**src/rtl/alu_result_if.sv**
```systemverilog
// Handshake and operand bundle between the ALU units, the result stage and its consumer.
interface alu_result_if #(
    parameter int WIDTH = 32
);
    logic [2:0]       alu_ctl;
    logic [WIDTH-1:0] and_y;
    logic [WIDTH-1:0] or_y;
    logic [WIDTH-1:0] xor_y;
    logic [WIDTH-1:0] nor_y;
    logic [WIDTH-1:0] add_y;
    logic [WIDTH-1:0] sub_y;
    logic [WIDTH-1:0] slt_y;
    logic             in_valid;
    logic             in_ready;
    logic             out_valid;
    logic             out_ready;
    logic [WIDTH-1:0] result;
    logic             zero;
    logic             negative;
    logic             illegal;

    modport master (
        output alu_ctl, and_y, or_y, xor_y, nor_y, add_y, sub_y, slt_y,
        output in_valid, out_ready,
        input  in_ready, out_valid, result, zero, negative, illegal
    );

    modport slave (
        input  alu_ctl, and_y, or_y, xor_y, nor_y, add_y, sub_y, slt_y,
        input  in_valid, out_ready,
        output in_ready, out_valid, result, zero, negative, illegal
    );
endinterface

```
**src/rtl/alu_result_stage.sv**
```systemverilog
// ALU output stage: result select, zero/negative flags, 2-entry skid buffer.
//   state | meaning
//   EMPTY | no entry held, out_valid=0
//   ONE   | head holds the only entry
//   FULL  | head and skid both hold entries, in_ready=0
module alu_result_stage #(
    parameter int WIDTH = 32
) (
    input  logic       clk,
    input  logic       reset,
    alu_result_if.slave bus
);
    typedef enum logic [1:0] {EMPTY, ONE, FULL} state_t;

    typedef struct packed {
        logic [WIDTH-1:0] result;
        logic             zero;
        logic             negative;
        logic             illegal;
    } entry_t;

    state_t           state_q;
    entry_t           head_q;
    entry_t           skid_q;
    entry_t           entry_d;
    logic             out_valid_q;
    logic             in_ready_q;
    logic [WIDTH-1:0] sel_val;
    logic             sel_ill;
    logic             accept;
    logic             pop;

    always_comb begin
        sel_val = '0;
        sel_ill = 1'b0;
        case (bus.alu_ctl)
            3'b000:  sel_val = bus.and_y;
            3'b001:  sel_val = bus.or_y;
            3'b010:  sel_val = bus.add_y;
            3'b011:  sel_val = bus.xor_y;
            3'b100:  sel_val = bus.nor_y;
            3'b110:  sel_val = bus.sub_y;
            3'b111:  sel_val = bus.slt_y;
            default: sel_ill = 1'b1;
        endcase
        entry_d.result   = sel_val;
        entry_d.zero     = (sel_val == '0);
        entry_d.negative = sel_val[WIDTH-1];
        entry_d.illegal  = sel_ill;
    end

    assign accept = bus.in_valid & in_ready_q;
    assign pop    = out_valid_q & bus.out_ready;

    always_ff @(posedge clk) begin
        if (reset) begin
            state_q     <= EMPTY;
            head_q      <= '0;
            skid_q      <= '0;
            out_valid_q <= 1'b0;
            in_ready_q  <= 1'b0;
        end else begin
            case (state_q)
                EMPTY: begin
                    // in_ready is held low for the reset cycle itself and rises here
                    in_ready_q <= 1'b1;
                    if (accept) begin
                        head_q      <= entry_d;
                        out_valid_q <= 1'b1;
                        state_q     <= ONE;
                    end
                end
                ONE: begin
                    if (accept && pop) begin
                        head_q <= entry_d;
                    end else if (accept) begin
                        skid_q     <= entry_d;
                        in_ready_q <= 1'b0;
                        state_q    <= FULL;
                    end else if (pop) begin
                        out_valid_q <= 1'b0;
                        state_q     <= EMPTY;
                    end
                end
                FULL: begin
                    if (pop) begin
                        head_q     <= skid_q;
                        skid_q     <= '0;
                        in_ready_q <= 1'b1;
                        state_q    <= ONE;
                    end
                end
                default: begin
                    out_valid_q <= 1'b0;
                    in_ready_q  <= 1'b1;
                    state_q     <= EMPTY;
                end
            endcase
        end
    end

    assign bus.in_ready  = in_ready_q;
    assign bus.out_valid = out_valid_q;
    assign bus.result    = head_q.result;
    assign bus.zero      = head_q.zero;
    assign bus.negative  = head_q.negative;
    assign bus.illegal   = head_q.illegal;
endmodule

```
**src/flat_wrapper.sv**
```systemverilog
// flat-port wrapper written by rule: the top's interface ports become plain ports
module alu_result_stage_flat 
#(
    parameter int WIDTH = 32
)
  (clk, reset, bus_alu_ctl, bus_and_y, bus_or_y, bus_xor_y, bus_nor_y, bus_add_y, bus_sub_y, bus_slt_y, bus_in_valid, bus_out_ready, bus_in_ready, bus_out_valid, bus_result, bus_zero, bus_negative, bus_illegal);
  alu_result_if #(.WIDTH(WIDTH)) bus_i ();
  input  logic clk;
  input  logic reset;
  input wire logic [$bits(bus_i.alu_ctl)-1:0] bus_alu_ctl;
  input wire logic [$bits(bus_i.and_y)-1:0] bus_and_y;
  input wire logic [$bits(bus_i.or_y)-1:0] bus_or_y;
  input wire logic [$bits(bus_i.xor_y)-1:0] bus_xor_y;
  input wire logic [$bits(bus_i.nor_y)-1:0] bus_nor_y;
  input wire logic [$bits(bus_i.add_y)-1:0] bus_add_y;
  input wire logic [$bits(bus_i.sub_y)-1:0] bus_sub_y;
  input wire logic [$bits(bus_i.slt_y)-1:0] bus_slt_y;
  input wire logic [$bits(bus_i.in_valid)-1:0] bus_in_valid;
  input wire logic [$bits(bus_i.out_ready)-1:0] bus_out_ready;
  output wire logic [$bits(bus_i.in_ready)-1:0] bus_in_ready;
  output wire logic [$bits(bus_i.out_valid)-1:0] bus_out_valid;
  output wire logic [$bits(bus_i.result)-1:0] bus_result;
  output wire logic [$bits(bus_i.zero)-1:0] bus_zero;
  output wire logic [$bits(bus_i.negative)-1:0] bus_negative;
  output wire logic [$bits(bus_i.illegal)-1:0] bus_illegal;
  assign bus_i.alu_ctl = bus_alu_ctl;
  assign bus_i.and_y = bus_and_y;
  assign bus_i.or_y = bus_or_y;
  assign bus_i.xor_y = bus_xor_y;
  assign bus_i.nor_y = bus_nor_y;
  assign bus_i.add_y = bus_add_y;
  assign bus_i.sub_y = bus_sub_y;
  assign bus_i.slt_y = bus_slt_y;
  assign bus_i.in_valid = bus_in_valid;
  assign bus_i.out_ready = bus_out_ready;
  assign bus_in_ready = bus_i.in_ready;
  assign bus_out_valid = bus_i.out_valid;
  assign bus_result = bus_i.result;
  assign bus_zero = bus_i.zero;
  assign bus_negative = bus_i.negative;
  assign bus_illegal = bus_i.illegal;
  alu_result_stage #(.WIDTH(WIDTH)) u_core (.clk(clk), .reset(reset), .bus(bus_i));
endmodule
```
**config.mk**
```make
export PLATFORM = sky130hd
export DESIGN_NAME = alu_result_stage_flat
export DESIGN_NICKNAME = d
export VERILOG_FILES = /design/src/rtl/alu_result_if.sv /design/src/rtl/alu_result_stage.sv /design/src/flat_wrapper.sv
export SDC_FILE = /design/constraint.sdc
export NUM_CORES = 1
export LEC_CHECK = 0
export ABC_AREA = 1
export CORE_MARGIN = 1.5
export CORE_UTILIZATION = 42
export CTS_BUF_LIST = sky130_fd_sc_hd__clkbuf_8
export DETAILED_ROUTE_END_ITERATION = 8
export PLACE_DENSITY = 0.92
export SLEW_MARGIN = 30
export SYNTH_ARGS = -nofsm -noshare
export SYNTH_HDL_FRONTEND = slang
export SYNTH_SLANG_ARGS = --single-unit
```
**constraint.sdc**
```tcl
create_clock -name clk -period 2.95 [get_ports clk]
set_input_delay 0.59 -clock clk [delete_from_list [all_inputs] [get_ports clk]]
set_output_delay 0.59 -clock clk [all_outputs]
set_load 0.02 [all_outputs]
```
==> flow_summary.ini, run 1 <==
[placement]
hpwl_mm = 17.1
io_buffers = 267
place_congestion = 1.02
dpl-instance-area_mm2 = 0.00767
place_ws_ns = -0.0130

[detailed_routing]
wire_per_inst_um = 17.5
first_pass_iters = 5
via_per_inst = 5.42
ant_nets = 0
via_count = 6683
drt_iter0_drc = 576
drc_errors = 0
wl_mm = 21.6

[synth]
ys_seq_elements = 72
avgSynthCellArea_um2 = 5.81
yosysWarnings = 0
synth_cells = 836
yosysSeqAreaShare_pct = 29.7
syn_area_mm2 = 0.00486
synth_fp_nets = 1067
synth_cell_types = 27

[cts]
post-cts-setup-buffers = 0
cts.repair.resized = 0
cts_made_buffers = 9
holdBufCountCts = 0
insertion_delay_ns = 0.34
clockRootBuffer = clkbuf_8
path_clk_slew_ns = 0.08
cts_tree = built
cts.path.max_buffers = 2
cts_sinks = 72
htree_levels = 3

[floorplan]
initial_utilization_pct = 42.7
die_w_um = 111
core_mm2 = 0.0114
rows = 39
die_area_mm2 = 0.0122
io_pins = 268
dieHeight_um = 111

[critical_path]
critPathKind = primary input to flip-flop
critPathArrivalTime_ns = 2.97
rrSetupSlack_ns = 0.92
worstPathRequired_ns = 3.21
start_kind = primary input
endpoint_kind = flip-flop
worstPathMaxFanout = 19

[global_routing]
grt_start_max_net_pins = 68
overflow = 0
first_global_vias = 6520
track_usage_pct = 34.5
grt_pass1_wl_mm = 33.7
grt_antenna_before_repair = 0

[layout]
nFillCells = 996
syn_to_final_growth_pct = 62.1
final_area_mm2 = 0.00787
layout.nets = 1314
layout-drive-gt1-share_pct = 5.24

[timing]
worst_pin_slew_ns = 0.556
fin_crit_ns = 2.70
tns_ns = 0
finalMaxSlewViolations = 0
timing.fmax_mhz = 370
fin_skew_ns = 0.00853
relSlewSlack_pct = 63.0
finalSetupViolCount = 0
holdWs_ns = 0.490
rsz0062_at_grt = no
final_hold_viol_count = 0
fin_crit_sh_pct = 91.7
fin_ws_ns = 0.245

[status]
outcome = completed

[pwr]
power_density_mw_per_mm2 = 452
ir_drop_mv = 0.399
leakagePower_nw = 3.47

[min_path]
hold_class = flip-flop to flip-flop

[run]
max-cap-violations = 0
-- Yosys cell counts, drive strengths merged --
| cell | count | area (µm²) |
|---|---|---|
| a21oi | 106 | 531 |
| a221oi | 1 | 8.76 |
| a22o | 1 | 8.76 |
| buf | 31 | 179 |
| clkbuf | 24 | 90.1 |
| clkinv | 5 | 18.8 |
| dfxtp | 72 | 1440 |
| inv | 79 | 297 |
| nand2 | 193 | 727 |
| nand3 | 68 | 360 |
| nand3b | 1 | 7.51 |
| nand4 | 31 | 194 |
| nor2 | 111 | 422 |
| nor3 | 5 | 25.0 |
| nor3b | 1 | 7.51 |
| nor4 | 1 | 6.26 |
| o21ai | 102 | 510 |
| o22ai | 2 | 12.5 |
| or2 | 2 | 12.5 |
-- report_power, final --
part / total [W] / internal [W] / switching (W)
Clock: 0.000771 / 0.000390 / 0.000381
Combinational: 0.00151 / 0.000707 / 0.000801
Sequential: 0.00128 / 0.00117 / 0.000111
-- metrics by stage --
step           power [W]  util (%)  cells
3_3_place_gp     0.00276      67.5   1215
5_1_grt          0.00376      69.2   1231
6_report         0.00356      69.3   1232
3_5_place_dp     0.00278      67.5   1215
4_1_cts          0.00355      69.2   1231
2_1_floorplan    0.00202         -    836
-- path summary, 6_finish.rpt --
kind | to | start | cells after the start
worst max-delay path | u_core.skid_q[2] | bus_alu_ctl[2] | 13
worst min-delay path | u_core.bus.out_valid | u_core.bus.out_valid | 2
worst max register to register | u_core.skid_q[8] | u_core.state_q[1] | 10
worst min register to register | u_core.bus.out_valid | u_core.bus.out_valid | 2
-- cells in the final DEF (no fill, tap or decap), types with 9 or more instances in the layout --
| cell type | n |
|---|---|
| o21ai_0 | 101 |
| dfxtp_1 | 72 |
| a21oi_1 | 106 |
| inv_1 | 72 |
| clkbuf_8 | 9 |
| nand3_1 | 64 |
| nand2_1 | 192 |
| nand4_1 | 31 |
| buf_4 | 21 |
| clkdlybuf4s50_1 | 267 |
| nor2_1 | 107 |
-- final cells by class --
type / instances / area [µm²] / area share (%)
Tap cell: 143 / 179 / 2.27
Clock inverter: 7 / 72.6 / 0.922
Clock buffer: 9 / 124 / 1.57
Multi-Input combinational cell: 625 / 2850 / 36.2
Sequential cell: 72 / 1440 / 18.3
Antenna cell: 1 / 2.50 / 0.0318
Timing Repair Buffer: 291 / 2890 / 36.7
Inverter: 84 / 315 / 4.00
-- critical path, cell delays in order --
cell and delay [ns]:
clkdlybuf4s50_1 0.56, buf_4 0.17, inv_2 0.11, nand3_2 0.13
inv_2 0.11, buf_12 0.18, nand2_1 0.07, nand3_1 0.07
nor3_1 0.36, nand3_1 0.19, nor2_1 0.14, nand3_1 0.13
a21oi_1 0.16
-- cells by family (layout without fill, tap and decap cells) --
family                 after synthesis  in the layout  synth area share [%]
and+or+nand+nor                    413            413                  36.3
buffers and inverters              139            391                  12.0
AOI/OAI and AO/OA                  212            212                  22.0
other                                0              1                     0
DFF                                 72             72                  29.7
-- flip-flops by register name (all words and copies together), names as in the netlist --
name,cells
u_core.bus.out_valid,1
u_core.bus.in_ready,1
u_core.state_q,2
u_core.bus.illegal,1
u_core.skid_q,34
u_core.bus.zero,1
u_core.bus.result,32
-- layer usage --
metal  up-vias  global-route usage (%)  part of all wire (%)
li1       3234                       -                     -
met1      2977                    41.4                    38
met2       416                    60.3                    49
met3        56                    7.96                    10
met4         0                    12.3                   3.3
met5         -                       0                     0
Note: power is estimated with default switching activity, not from simulation.
==> run 2: changes to the inputs <==
--- a/config.mk
+++ b/config.mk
@@ -6,10 +6,13 @@
 export NUM_CORES = 1
 export LEC_CHECK = 0
 export ABC_AREA = 1
+export CAP_MARGIN = 20
 export CORE_MARGIN = 1.5
 export CORE_UTILIZATION = 42
 export CTS_BUF_LIST = sky130_fd_sc_hd__clkbuf_8
+export CTS_CLUSTER_SIZE = 12
 export DETAILED_ROUTE_END_ITERATION = 8
+export GPL_ROUTABILITY_DRIVEN = 1
 export PLACE_DENSITY = 0.92
 export SLEW_MARGIN = 30
 export SYNTH_ARGS = -nofsm -noshare
==> results of run 2 <==
Final layout, timing and power as in run 1 (identical DEF).
==> run 3: changes to the inputs <==
--- a/config.mk
+++ b/config.mk
@@ -8,12 +8,13 @@
 export ABC_AREA = 1
 export CAP_MARGIN = 20
 export CORE_MARGIN = 1.5
-export CORE_UTILIZATION = 42
+export CORE_UTILIZATION = 44
 export CTS_BUF_LIST = sky130_fd_sc_hd__clkbuf_8
 export CTS_CLUSTER_SIZE = 12
 export DETAILED_ROUTE_END_ITERATION = 8
 export GPL_ROUTABILITY_DRIVEN = 1
-export PLACE_DENSITY = 0.92
+export PLACE_DENSITY = 0.9
+export REMOVE_ABC_BUFFERS = 1
 export SLEW_MARGIN = 30
 export SYNTH_ARGS = -nofsm -noshare
 export SYNTH_HDL_FRONTEND = slang
==> flow_summary.ini, run 3 (same netlist as run 1, synthesis figures left out) <==
[cts]
path_clk_slew_ns = 0.09
cts_tree = built
insertion_delay_ns = 0.36
cts.repair.resized = 0
clockRootBuffer = clkbuf_8
post-cts-setup-buffers = 0
cts_sinks = 72
cts.path.max_buffers = 2
htree_levels = 3
holdBufCountCts = 0
cts_made_buffers = 9

[timing]
relSlewSlack_pct = 36.0
worst_pin_slew_ns = 0.959
fin_ws_ns = 0.281
finalMaxSlewViolations = 0
rsz0062_at_grt = no
finalSetupViolCount = 0
fin_crit_ns = 2.67
final_hold_viol_count = 0
timing.fmax_mhz = 375
fin_skew_ns = 0.0157
fin_crit_sh_pct = 90.5

[floorplan]
core_mm2 = 0.0108
dieHeight_um = 108
die_area_mm2 = 0.0117
die_w_um = 108
initial_utilization_pct = 45.0
rows = 38
io_pins = 268

[detailed_routing]
via_per_inst = 5.49
first_pass_iters = 5
drc_errors = 0
via_count = 6710
ant_nets = 0
wire_per_inst_um = 16.8
wl_mm = 20.5
drt_iter0_drc = 669

[layout]
final_cell_mix = clkdlybuf4s50_1, nand2_1, nor2_1, a21oi_1, o21ai_0
layout-drive-gt1-share_pct = 4.89
layout.nets = 1309
layout_commonest_cell = clkdlybuf4s50_1
largest-register = u_core.skid_q
largest_register_ffs = 34
syn_to_final_growth_pct = 62.7
diodes = 0

[critical_path]
critPathArrivalTime_ns = 2.91
worstPathMaxFanout = 15
reg2regPathDepth = 8
endpoint_kind = flip-flop
start_kind = primary input
max_stage_delay_ns = 0.74
worstPathRequired_ns = 3.19
cp_cell_sequence = clkdlybuf4s50_1 > nand2_1 > nor2_2 > buf_4 > nand2_1 > nand2_1 > clkinv_1 > nand2_1 > nor2_1 > nand2_1 > nor2_1 > nand2_1 > nor2_1 > nand3_1 > a21oi_1
cp_top_family = simple AND/OR/NAND/NOR gates
crit_buf_inv = 3
crit_slowest_cell = nor2_2
crit_cells = 15
critPathKind = primary input to flip-flop
cpMostUsedCell = nand2_1

[run]
max-cap-violations = 0

[pwr]
power_density_mw_per_mm2 = 488
leakagePower_nw = 3.48
ir_drop_mv = 0.290
total_power_w = 0.00386

[placement]
io_buffers = 267
hpwl_mm = 15.0
place_ws_ns = -0.0482
place_congestion = 0.883

[global_routing]
grt_start_max_net_pins = 68
grt_antenna_before_repair = 0
first_global_vias = 6249
overflow = 0
track_usage_pct = 34.5
grt_pass1_wl_mm = 31.2

[status]
outcome = completed

[min_path]
whs_path_depth = 2
hold_class = flip-flop to flip-flop
[run 3: worst min-delay path: stages, from the launching register on]
cell	delay, ns
dfxtp_1	0.34
nand2_1	0.07
a21oi_1	0.05
[run 3: power breakdown]
part / leakage, nW / internal (W) / total (W) / switching [W]
logic: 2.76 / 0.000709 / 0.00152 / 0.000810
clock network: 0.134 / 0.000668 / 0.00107 / 0.000397
registers: 0.588 / 0.00117 / 0.00127 / 0.000104
total: 3.48 / 0.00255 / 0.00386 / 0.00131
[run 3: path summary, 6_finish.rpt]
kind | from | to | slack [ns]
max | bus_alu_ctl[1] | u_core.bus.zero | 0.28
min | u_core.bus.out_valid | u_core.bus.out_valid | 0.49
max reg2reg | u_core.state_q[1] | u_core.bus.result[29] | 0.88
min reg2reg | u_core.bus.out_valid | u_core.bus.out_valid | 0.49
[run 3: layer usage]
metal / wire length [µm] / GRT usage (%) / vias to the layer above / part of all wire (%)
met5: 0 / 0 / - / 0
met4: 692 / 15.3 / 0 / 3.4
met3: 2120 / 7.35 / 65 / 10
met2: 9790 / 58.6 / 413 / 48
met1: 7900 / 41.8 / 3002 / 39
li1: - / - / 3230 / -
[run 3: stage by stage]
stage / hold slack (ns) / cells / instance area, µm² / TNS, ns / util (%)
floorplan: 0.444 / 781 / 4590 / -58.07 / -
detailed placement: 0.471 / 1207 / 7640 / -0.0949 / 70.8
CTS: 0.483 / 1223 / 7910 / 0 / 73.2
global placement: 0.460 / 1207 / 7630 / -0.00192 / 70.7
finish: 0.492 / 1223 / 7910 / 0 / 73.2
global route: 0.502 / 1223 / 7910 / 0 / 73.2
[run 3: cell type report]
type	count	area, µm²
fillers	913	2890
multi-input cells	625	2870
repair buffers	286	2840
flip-flops and latches	72	1440
inverters	84	315
well taps	140	175
clock buffers	10	138
clock inverters	6	131
